File: config.mk
export PLATFORM = sky130hd
export DESIGN_NAME = regalu_pipe
export DESIGN_NICKNAME = d
export VERILOG_FILES = /design/src/rtl/regalu_pipe.sv
export SDC_FILE = /design/constraint.sdc
export NUM_CORES = 2
export LEC_CHECK = 0
export CAP_MARGIN = 0
export CORE_ASPECT_RATIO = 1.25
export CORE_MARGIN = 2
export CORE_UTILIZATION = 40
export CTS_CLUSTER_DIAMETER = 150
export DETAILED_ROUTE_END_ITERATION = 8
export GPL_TIMING_DRIVEN = 1
export PLACE_DENSITY = 0.64
export SLEW_MARGIN = 0
export SYNTH_ARGS = -nofsm -noshare
export SYNTH_HDL_FRONTEND = slang
export SYNTH_SLANG_ARGS = --single-unit
File: constraint.sdc
create_clock -name clk -period 11.8 [get_ports clk]
set_input_delay 2.95 -clock clk [delete_from_list [all_inputs] [get_ports clk]]
set_output_delay 2.95 -clock clk [all_outputs]
set_load 0.02 [all_outputs]
File: src/rtl/regalu_pipe.sv
// Register file plus ALU as a 3-stage pipeline: operand read, execute, writeback.
// Operands come from full forwarding, so dependent instructions never stall.
module regalu_pipe #(
    parameter int WIDTH = 32,
    parameter int NREGS = 32,
    parameter int AW    = 5
) (
    input  logic             clk,
    input  logic             reset,
    input  logic             in_valid,
    input  logic [AW-1:0]    Aselect,
    input  logic [AW-1:0]    Bselect,
    input  logic [AW-1:0]    Dselect,
    input  logic [2:0]       S,
    input  logic             Cin,
    output logic [WIDTH-1:0] abus,
    output logic [WIDTH-1:0] bbus,
    output logic [WIDTH-1:0] dbus,
    output logic             dvalid,
    output logic             cout,
    output logic             zero,
    output logic             ovf
);

    typedef enum logic [2:0] {
        OP_XOR  = 3'b000,
        OP_XNOR = 3'b001,
        OP_ADD  = 3'b010,
        OP_SUB  = 3'b011,
        OP_OR   = 3'b100,
        OP_NOR  = 3'b101,
        OP_AND  = 3'b110,
        OP_PASS = 3'b111
    } op_e;

    logic [WIDTH-1:0] a_q, a_d, b_q, b_d;
    op_e              op_q, op_d;
    logic             cin_q, cin_d;
    logic [AW-1:0]    dsel2_q, dsel2_d;
    logic             valid2_q, valid2_d;

    logic [WIDTH-1:0] dbus_q, dbus_d;
    logic [AW-1:0]    dsel3_q, dsel3_d;
    logic             dvalid_q, dvalid_d;
    logic             cout_q, cout_d;
    logic             zero_q, zero_d;
    logic             ovf_q, ovf_d;

    logic [WIDTH-1:0] regs_q [NREGS];
    logic [WIDTH-1:0] regs_d [NREGS];

    logic [WIDTH-1:0] b_eff;
    logic [WIDTH:0]   sum;
    logic [WIDTH-1:0] alu_res;
    logic             alu_cout;
    logic             alu_ovf;
    logic [WIDTH-1:0] fwd_a, fwd_b;

    always_comb begin
        b_eff    = (op_q == OP_SUB) ? ~b_q : b_q;
        sum      = {1'b0, a_q} + {1'b0, b_eff} + {{WIDTH{1'b0}}, cin_q};
        alu_res  = '0;
        alu_cout = 1'b0;
        alu_ovf  = 1'b0;
        case (op_q)
            OP_XOR:  alu_res = a_q ^ b_q;
            OP_XNOR: alu_res = ~(a_q ^ b_q);
            OP_ADD, OP_SUB: begin
                alu_res  = sum[WIDTH-1:0];
                alu_cout = sum[WIDTH];
                alu_ovf  = (a_q[WIDTH-1] == b_eff[WIDTH-1]) &&
                           (sum[WIDTH-1] != a_q[WIDTH-1]);
            end
            OP_OR:   alu_res = a_q | b_q;
            OP_NOR:  alu_res = ~(a_q | b_q);
            OP_AND:  alu_res = a_q & b_q;
            OP_PASS: alu_res = a_q;
        endcase
    end

    // Youngest producer wins: the instruction in execute beats the one in writeback.
    always_comb begin
        fwd_a = '0;
        if (Aselect == '0)
            fwd_a = '0;
        else if (valid2_q && dsel2_q == Aselect)
            fwd_a = alu_res;
        else if (dvalid_q && dsel3_q == Aselect)
            fwd_a = dbus_q;
        else
            fwd_a = regs_q[Aselect];

        fwd_b = '0;
        if (Bselect == '0)
            fwd_b = '0;
        else if (valid2_q && dsel2_q == Bselect)
            fwd_b = alu_res;
        else if (dvalid_q && dsel3_q == Bselect)
            fwd_b = dbus_q;
        else
            fwd_b = regs_q[Bselect];
    end

    always_comb begin
        a_d      = a_q;
        b_d      = b_q;
        op_d     = op_q;
        cin_d    = cin_q;
        dsel2_d  = dsel2_q;
        valid2_d = in_valid;
        if (in_valid) begin
            a_d     = fwd_a;
            b_d     = fwd_b;
            op_d    = op_e'(S);
            cin_d   = Cin;
            dsel2_d = Dselect;
        end

        dbus_d   = dbus_q;
        dsel3_d  = dsel3_q;
        dvalid_d = valid2_q;
        cout_d   = cout_q;
        zero_d   = zero_q;
        ovf_d    = ovf_q;
        if (valid2_q) begin
            dbus_d  = alu_res;
            dsel3_d = dsel2_q;
            cout_d  = alu_cout;
            zero_d  = (alu_res == '0);
            ovf_d   = alu_ovf;
        end

        regs_d = regs_q;
        if (dvalid_q && dsel3_q != '0)
            regs_d[dsel3_q] = dbus_q;
    end

    always_ff @(posedge clk) begin
        if (reset) begin
            a_q      <= '0;
            b_q      <= '0;
            op_q     <= OP_XOR;
            cin_q    <= 1'b0;
            dsel2_q  <= '0;
            valid2_q <= 1'b0;
            dbus_q   <= '0;
            dsel3_q  <= '0;
            dvalid_q <= 1'b0;
            cout_q   <= 1'b0;
            zero_q   <= 1'b0;
            ovf_q    <= 1'b0;
            for (int i = 0; i < NREGS; i++)
                regs_q[i] <= '0;
        end else begin
            a_q      <= a_d;
            b_q      <= b_d;
            op_q     <= op_d;
            cin_q    <= cin_d;
            dsel2_q  <= dsel2_d;
            valid2_q <= valid2_d;
            dbus_q   <= dbus_d;
            dsel3_q  <= dsel3_d;
            dvalid_q <= dvalid_d;
            cout_q   <= cout_d;
            zero_q   <= zero_d;
            ovf_q    <= ovf_d;
            regs_q   <= regs_d;
        end
    end

    assign abus   = a_q;
    assign bbus   = b_q;
    assign dbus   = dbus_q;
    assign dvalid = dvalid_q;
    assign cout   = cout_q;
    assign zero   = zero_q;
    assign ovf    = ovf_q;

endmodule
Yosys cells after proc, flatten, opt, wreduce, memory -nomap -nowiden --
Index checks and enable logic that the tools add are counted.
Operators by class: reductions and logical operators 13, eq/ne operators 13, mux-type cells 19, $lt $le $gt $ge 4, bitwise logic cells 9, add/sub/neg operators 2
Operators with widths (number):
- 1024-bit bitwise mux | 1
- 32-bit two-way mux | 12
- 32-bit binary-select mux with 5-bit select | 2
- 32-bit one-hot mux with 7 select lines | 1
- 32-bit demux with 5-bit select | 1
- 32-bit inverter | 3
- 32-bit by 32-bit adder with 33-bit output | 1
- 33-bit by 1-bit adder with 33-bit output | 1
- 32-bit bitwise AND | 1
- 32-bit zero test | 1
- 32-bit OR | 1
- 32-bit XOR | 1
- 5-bit equality test | 4
- 6-bit greater-or-equal comparator (second input constant) | 3
- 5-bit inverter with 6-bit output | 3
- 3-bit equality test (second input constant) | 4
- 5-bit zero test | 2
- 1-bit logical AND | 7
- 3-bit by 2-bit equality test with 1-bit output (second input constant) | 2
- 6-bit by 1-bit < comparator with 1-bit output (second input constant) | 1
- 5-bit nonzero test | 1
- 3-bit by 1-bit equality test with 1-bit output (second input constant) | 1
- 3-bit zero test | 1
- 1-bit two-way mux | 2
- other kinds (3) | 3
Storage, ports and cells: register bits 1139, input port bits 22, output and inout port bits 100, word-level logic and storage cells 104

Logic depth before layout (Yosys ltp) --
word-level depth 7, depth in mapped cells 22, depth with buffers taken out 16

Least setup slack after synthesis --
No wires, ideal clock.
kind input port to flip-flop, start in Bselect[0], end reg b_q[3] (netlist: bbus[3]), data arrival time 5451 ps, stages on the path 11, setup slack 6221 ps, path buffers 3, library setup time 128 ps, data required time 11672 ps, cell sequence clkbuf_1 > buf_2 > buf_1 > mux4_2 > mux4_2 > mux2i_1 > nand2_1 > o211ai_1 > o21ai_0 > a22oi_1 > nor2_1
On the way: cells in the longest elaborated chain, start to end 7, elaborated cells between the ends (all ways) 12, classes of those cells 2 x eq/ne; 6 x mux; 1 x bitwise; 3 x reduce/logical
Ends and longest elaborated chain:
- start: declaration | line 12 | input logic [AW-1:0] Bselect,
- 5-bit inverter with 6-bit output (implied by the code) | line 101 | fwd_b = regs_q[Bselect];
- 32-bit binary-select mux with 5-bit select | line 101
- 32-bit two-way mux (implied by the code) (2 in series) | line 101
- 32-bit two-way mux | line 98 | else if (dvalid_q && dsel3_q == Bselect)
- 32-bit two-way mux | line 96 | else if (valid2_q && dsel2_q == Bselect)
- 32-bit two-way mux * | line 94 | if (Bselect == '0)
- end signal: assignment | line 141 | b_q <= '0;
- end signal: assignment | line 156 | b_q <= b_d;
- end: declaration | line 36 | logic [WIDTH-1:0] a_q, a_d, b_q, b_d;
Mark *: on every way between the ends. The rest lies on a longest branch, timed or not. The select of a mux whose other input is x is not followed. A chain may end at the register's enable or synchronous reset.

Worst setup path in the final report --
start reg op_q[1], end reg zero_q (netlist: zero)
On the way: cells in the longest elaborated chain, start to end 6, elaborated cells between the ends (all ways) 14, classes of those cells 2 x add/sub; 7 x eq/ne; 2 x mux; 3 x reduce/logical
Ends and longest elaborated chain:
- start: declaration | line 37 | op_e op_q, op_d;
- start signal: assignment | line 157 | op_q <= op_d;
- 3-bit by 2-bit equality test with 1-bit output | line 60, 65
- 32-bit two-way mux | line 60 | b_eff = (op_q == OP_SUB) ? ~b_q : b_q;
- 32-bit by 32-bit adder with 33-bit output | line 61 | sum = {1'b0, a_q} + {1'b0, b_eff} + {{WIDTH{1'b0}}, cin_q};
- 33-bit by 1-bit adder with 33-bit output | line 61
- 32-bit one-hot mux with 7 select lines * | line 65 | case (op_q)
- 32-bit zero test * | line 129 | zero_d = (alu_res == '0);
- end signal: assignment | line 165 | zero_q <= zero_d;
- end: declaration | line 46 | logic zero_q, zero_d;
Mark *: on every way between the ends. The rest lies on a longest branch, timed or not.

==> results.yml <==
drt:
  dr.pass1.iters: 8
  via_count: 53300
  drt-initial-drc-count: 6752
  avgRoutedWirePerCell_um: 26.3
  via_per_inst: 6.17
  ant_nets: 0
  route.detailed.drc: 0
  wl_um: 228000
synthesis:
  synth_top_family_by_area: "multiplexers"
  yosysSeqAreaShare_pct: 37.3
  yosysUniqueCellTypes: 78
  synth_common_cells: "2221 x nand2_1, 1139 x dfxtp_1, 1090 x a21oi_1, 640 x mux4_2, 570 x clkbuf_1"
  synth_compound_area_share_pct: 12.8
  synth_top_area_share_pct: 37.3
  synth.cell_area_mm2: 0.0611
  synth_xor_area_share_pct: 1.33
  muxShareOfSynthArea_pct: 25.2
  synth.area.top_cells: "dfxtp_1 37%, mux4_2 24%, nand2_1 14%, a21oi_1 8.9%, clkbuf_1 3.5%"
  synthFlopType: "dfxtp_1"
  ys.warnings.count: 0
  yosysTopAreaCell: "dfxtp_1"
  ys_seq_elements: 1139
  yosys.area_share.simple_pct: 16.4
  synthesis.nets: 6974
  avgSynthCellArea_um2: 8.92
  yosys.cell_count.top_type: "nand2_1"
  syn_inst: 6855
  yosys.area_share.adder_pct: 2.01
  synth_edf_count: 0
  synthArstFlopShare_pct: 0
clocking:
  cts_tree: "built"
  clkSlewWorstSetupHoldPaths_ns: 0.07
  postCtsHoldBufs: 0
  cts_setup_buffers: 0
  clockRootBuffer: "clkbuf_16"
  cts_resized: 0
  worstSkewPairLatency_ns: 0.76
  ctsHtreeMaxLevel: 3
  clock-sinks: 1139
  clk_path_buf_depth: 3
  cts_buffers: 107
setup_path:
  worstSetupEndpointType: "flop"
  r2r_cells: 17
  timing.rr.start: "op_q[1]"
  critPathArrivalTime_ns: 7.19
  path_max_fanout: 32
  critPathLaunchType: "flop"
  worstSetupPathType: "flop to flop"
  r2r_end: "zero"
  rrSetupSlack_ns: 5.29
  critical_path_required_ns: 12.49
global_route:
  top_usage_layer: "met2"
  grt_pass1_wl_um: 334000
  gr-total-overflow: 0
  met2_usage_pct: 47.0
  antenna_found_initial: 4
  grt_use_met3_pct: 6.95
  grt_pass1_vias: 51400
  grtUsageMet1_pct: 33.6
  grt_max_degree: 220
  grt_usage_pct: 28.4
min_path:
  hp-start: "regs_q[46]"
  hp-class: "flop to flop"
  holdPathStages: 2
  worstHoldEndpoint: "regs_q[46]"
timing:
  fin_crit_sh_pct: 55.1
  slew-limit-headroom_pct: 6.71
  finalHoldViolations: 0
  hold-worst-slack_ns: 0.463
  tns_ns: 0
  slew_viol_final: 0
  tightest_slew_ns: 1.40
  setup-violations-final: 0
  rsz0062_at_grt: "false"
  period_minus_slack_ns: 6.51
  fmax_mhz: 154
  fin_skew_ns: 0.0279
cells_and_area:
  drive_above_1_share_pct: 16.1
  synthToLayoutAreaGrowth_pct: 10.3
  fin_cells: 8637
  multi_input_area_mm2: 0.0356
  fillers: 14200
  regArea_mm2: 0.0228
  final_nets: 6644
  fin_util_pct: 44.4
die:
  dieArea_mm2: 0.156
  die_h_um: 441
  die_w_um: 354
  start_util_pct: 40.2
  num_io_pins: 122
  core_area_mm2: 0.152
  rows: 160
place:
  port_buffers: 121
  dp_cells: 8441
  dpl.hpwl_um: 131000
  place.gp.congestion: 0.996
power_and_ir_drop:
  power_density_mw_per_mm2: 122
  ir_drop_mv: 0.132
  leakage_nw: 21.9
run_status:
  status: "complete, no violations"
job:
  max_cap_viol_count: 0
==> logic make-up (layout without fill, tap and decap cells) <==
logic type / Yosys count / in the layout
xor+xnor: 93 / 93
flops: 1139 / 1139
mux: 741 / 741
buf+inv: 782 / 538
other cells: 0 / 1
compound gates: 1444 / 1444
simple gates: 2559 / 2559
fa+ha+maj: 97 / 97
==> how the worst max path moves through the flow <==
stage / startpoint / end / cells after the start
5_1_grt: op_q[1] / zero / 17
2_1_floorplan: Bselect[0] / bbus[3] / 11
4_1_cts: op_q[1] / zero / 17
3_5_place_dp: Aselect[1] / abus[16] / 11
6_report: op_q[1] / zero / 17
3_3_place_gp: Aselect[1] / abus[25] / 10
==> worst max-delay path, stage by stage, from the launching register on <==
cell,delay [ns]
dfxtp_2,0.83
nor2b_2,0.30
nand2_2,0.06
buf_4,0.32
xnor2_1,0.22
fa_1,0.43
fa_1,0.42
nand2b_1,0.21
a211oi_2,0.46
o21ai_0,0.38
a21oi_1,0.57
o21ai_0,0.22
mux2i_1,0.24
o221ai_1,0.15
nor4_1,0.96
nand4_1,0.22
nor4_1,0.30
a21o_1,0.16
==> area by class of cell <==
class,instances,share of cell area (%)
multi-input cells,4934,52.9
flip-flops and latches,1139,33.8
clock buffers,148,4.59
well taps,2025,3.76
repair buffers,258,3.45
clock inverters,47,1.05
inverters,85,0.473
diodes,1,0.00371
==> stage by stage <==
| stage | cell area (um^2) | setup WS, ns | power [W] |
|---|---|---|---|
| after detailed placement | 63600 | 5.15 | 0.00454 |
| after floorplan | 61100 | 6.22 | 0.00435 |
| after global routing | 67400 | 5.13 | 0.00845 |
| after global placement | 63600 | 5.15 | 0.00454 |
| after CTS | 67400 | 5.40 | 0.00826 |
| final | 67400 | 5.29 | 0.00826 |
==> layer usage <==
metal,wire length [um],vias to the layer above,part of all wire (%)
met4,14900,4,6.5
met5,21,-,0.0092
met2,107000,3293,47
met1,79300,26000,35
li1,-,23200,-
met3,26700,863,12
==> power breakdown <==
part / switching [W] / internal (W) / total, W
clock: 0.00163 / 0.00217 / 0.00379
combinational: 0.000412 / 0.000173 / 0.000586
sequential: 0.0000251 / 0.00385 / 0.00388
==> placed cells by master, fill, tap and decap left out, types with 83 or more instances in the layout <==
| cell | n |
|---|---|
| o21ai_0 | 138 |
| buf_4 | 133 |
| nand2_1 | 2189 |
| ha_1 | 95 |
| mux4_2 | 640 |
| nor2_1 | 155 |
| mux2i_1 | 100 |
| clkbuf_16 | 107 |
| dfxtp_1 | 1133 |
| inv_1 | 83 |
| clkdlybuf4s50_1 | 110 |
| a21oi_1 | 1088 |
==> state kept, by name, indices dropped and copies added (netlist names), 3 cells and up <==
| name | flops |
|---|---|
| bbus | 32 |
| op_q | 3 |
| dbus | 32 |
| regs_q | 1024 |
| dsel2_q | 5 |
| abus | 32 |
| dsel3_q | 5 |
Power figures use the tool's default switching activity.
==> edit: new RTL, config.mk and constraints unchanged <==
Make the reset (`reset`) asynchronous in one clocked block.
--- a/src/rtl/regalu_pipe.sv
+++ b/src/rtl/regalu_pipe.sv
@@ -136,5 +136,5 @@
     end
 
-    always_ff @(posedge clk) begin
+    always_ff @(posedge clk or posedge reset) begin
         if (reset) begin
             a_q      <= '0;
Check against the original RTL: not settled (the Yosys comparison gave no result); the edit may change what the design does.
==> edit against the unedited design <==
  * Synthesized area grew 4.2%
  * Final area grew 4.4%
  * Routed wire length shrank 15%
  * Highest routed layer unchanged
  * Final cell count shrank 25%
  * Synthesized cell count shrank 34%
  * Setup slack lost 0.052 ns
  * Sequential share of layout area grew 6.7 points
  * Critical path type unchanged
  * Count of clock-buffer cells in the layout grew 5
  * Critical endpoint is now zero$_DFFE_PP0P_
  * Sequential cell count is the same
Power is not compared: it rests on default switching activity, and its combinational part moved more than twofold at a synthesized area within 25%.
==> edit: results (changes against the unedited design) <==
- Clock transition at the registers of the reported paths: 0.07 ns (about the same)
- Syn_nets: 4633 (-34%)
- CP max FO: 42 (+31%)
- Layout cells sized above 1: 42.94% (+27 points)
- Most area-consuming cells after synthesis: dfrtp_1 45%, mux4_2 23%, mux2_2 17%
- Worst path arrival time: 7.26 ns (+0.07 ns)
- Register area share after synthesis: 44.76% (+7.5 points)
- Status: finished, final reports clean
- Slew @ Worst Pin: 1.306 ns (-0.09003 ns)
- DR WL/cell: 29.81 um (+13%)
- Largest net degree at the start of global routing: 168 (-24%)
- Synth cell count leaders: 1139 x dfrtp_1, 939 x mux2_2, 640 x mux4_2, 357 x clkbuf_1, 214 x nand2_1
- Initial antenna violation count: 2 (-2)
- Clk root buf: clkbuf_16
- Largest Register: regs_q
- Initial DRC Count: 3942 (-42%)
- M1 WL: 77930 um (-1.7%)
- Async SR Flop Fraction: 100.0% (+100 points)
- Count of cell types in the netlist: 77 (-1.3%)
- WL met3: 13110 um (-51%)
- Number of global-route vias before repair: 41790 (-19%)
- First-pass GRT wire length: 289700 um (-13%)
- Post-route total power: ~17 mW
- Vias: 40680 (-24%)
- Dpl hpwl: 113600 um (-13%)
- Worst slack at placement: 4.567 ns (-0.5811 ns)
- DR pass1 iterations: 6 (-2)
- Worst Clk Skew: 0.03347 ns (+0.005527 ns)
- Seq. pwr: a little over 7 mW
- Met2 WL: 95490 um (-10%)
- Synth Flop Type: dfrtp_1
- Final Wtd Congestion: 0.8885 (-11%)
- GRT Total Usage: 23.98% (-4.4 points)
- TritonCTS Buffers: 108 (+0.93%)
- Fillcell total: 13930 (-2.1%)
- Nets: 4478 (-33%)
edit: cell count changes in the layout (fill, tap and decap cells not counted), sizes merged, moves of 53 or more:
cell   before   now
a21oi    1091   128
buf       148    93
dfrtp       0  1139
dfxtp    1139     0
mux2        1   939
nand2    2222   214
nor2      183   130
o22ai       6    80
edit: critical path: stages, from the launching register on:
cell and delay, ns:
dfrtp_1 0.33, buf_4 0.42, inv_1 0.50, nor2_2 0.20, buf_4 0.33, nand2_2 0.67, xnor2_1 0.34, fa_1 0.45
fa_1 0.46, nand2b_1 0.19, a21oi_1 0.21, o21ai_1 0.15, o21ai_0 0.34, a21oi_1 0.14, xnor2_1 0.14, a21oi_1 0.49
o2111ai_1 0.19, nor4_1 0.53, and4_1 0.27, a21o_1 0.11
edit: final timing paths:
check	from	to	slack (ns)	cells past startpoint
max	op_q[1]$_DFFE_PP0P_	zero$_DFFE_PP0P_	5.24	19
min	regs_q[1005]$_DFFE_PP0P_	regs_q[1005]$_DFFE_PP0P_	0.39	0
max reg2reg	op_q[1]$_DFFE_PP0P_	zero$_DFFE_PP0P_	5.24	19
min reg2reg	regs_q[1005]$_DFFE_PP0P_	regs_q[1005]$_DFFE_PP0P_	0.39	0
max in group asynchronous	reset	regs_q[957]$_DFFE_PP0P_	6.61	5
min in group asynchronous	reset	regs_q[617]$_DFFE_PP0P_	2.65	2
edit: per-stage QoR:
step           hold WS [ns]  instance area [sq um]  std cells  TNS (ns)
2_1_floorplan        0.3519                  63690       4514  -7827.78
3_3_place_gp         0.3768                  66650       6311         0
3_5_place_dp         0.3823                  66650       6311         0
4_1_cts              0.3977                  70390       6512         0
5_1_grt              0.4118                  70390       6513         0
6_report             0.3943                  70390       6513         0
edit: per-layer routing:
layer	track usage (%)	vias to the layer above
met2	39.94	1600
met5	0	-
li1	-	16800
met4	9.486	2
met3	3.755	369
met1	31.46	21910
edit: cell type report:
| cell class | count | area (sq um) | area share, % |
|---|---|---|---|
| diodes | 1 | 2.502 | 0.003555 |
| clock buffers | 153 | 3123 | 4.437 |
| clock inverters | 48 | 611.8 | 0.8692 |
| inverters | 81 | 307.8 | 0.4373 |
| multi-input cells | 2826 | 33310 | 47.32 |
| flip-flops and latches | 1139 | 28510 | 40.50 |
| well taps | 2062 | 2580 | 3.665 |
| repair buffers | 203 | 1949 | 2.769 |
edit: cell families (layout without fill, tap and decap cells):
logic type                 count (synthesis)  in the layout  share of synthesized area [%]
DFF                                     1139           1139                          44.76
and+or+nand+nor                          455            455                          3.165
buffers and inverters                    549            485                          3.354
adders and majority gates                 97             97                          1.929
other                                      0              1                              0
xor gates and xnor gates                  99             99                          1.362
AOI/OAI and AO/OA                        479            479                          4.356
muxes                                   1696           1696                          41.08
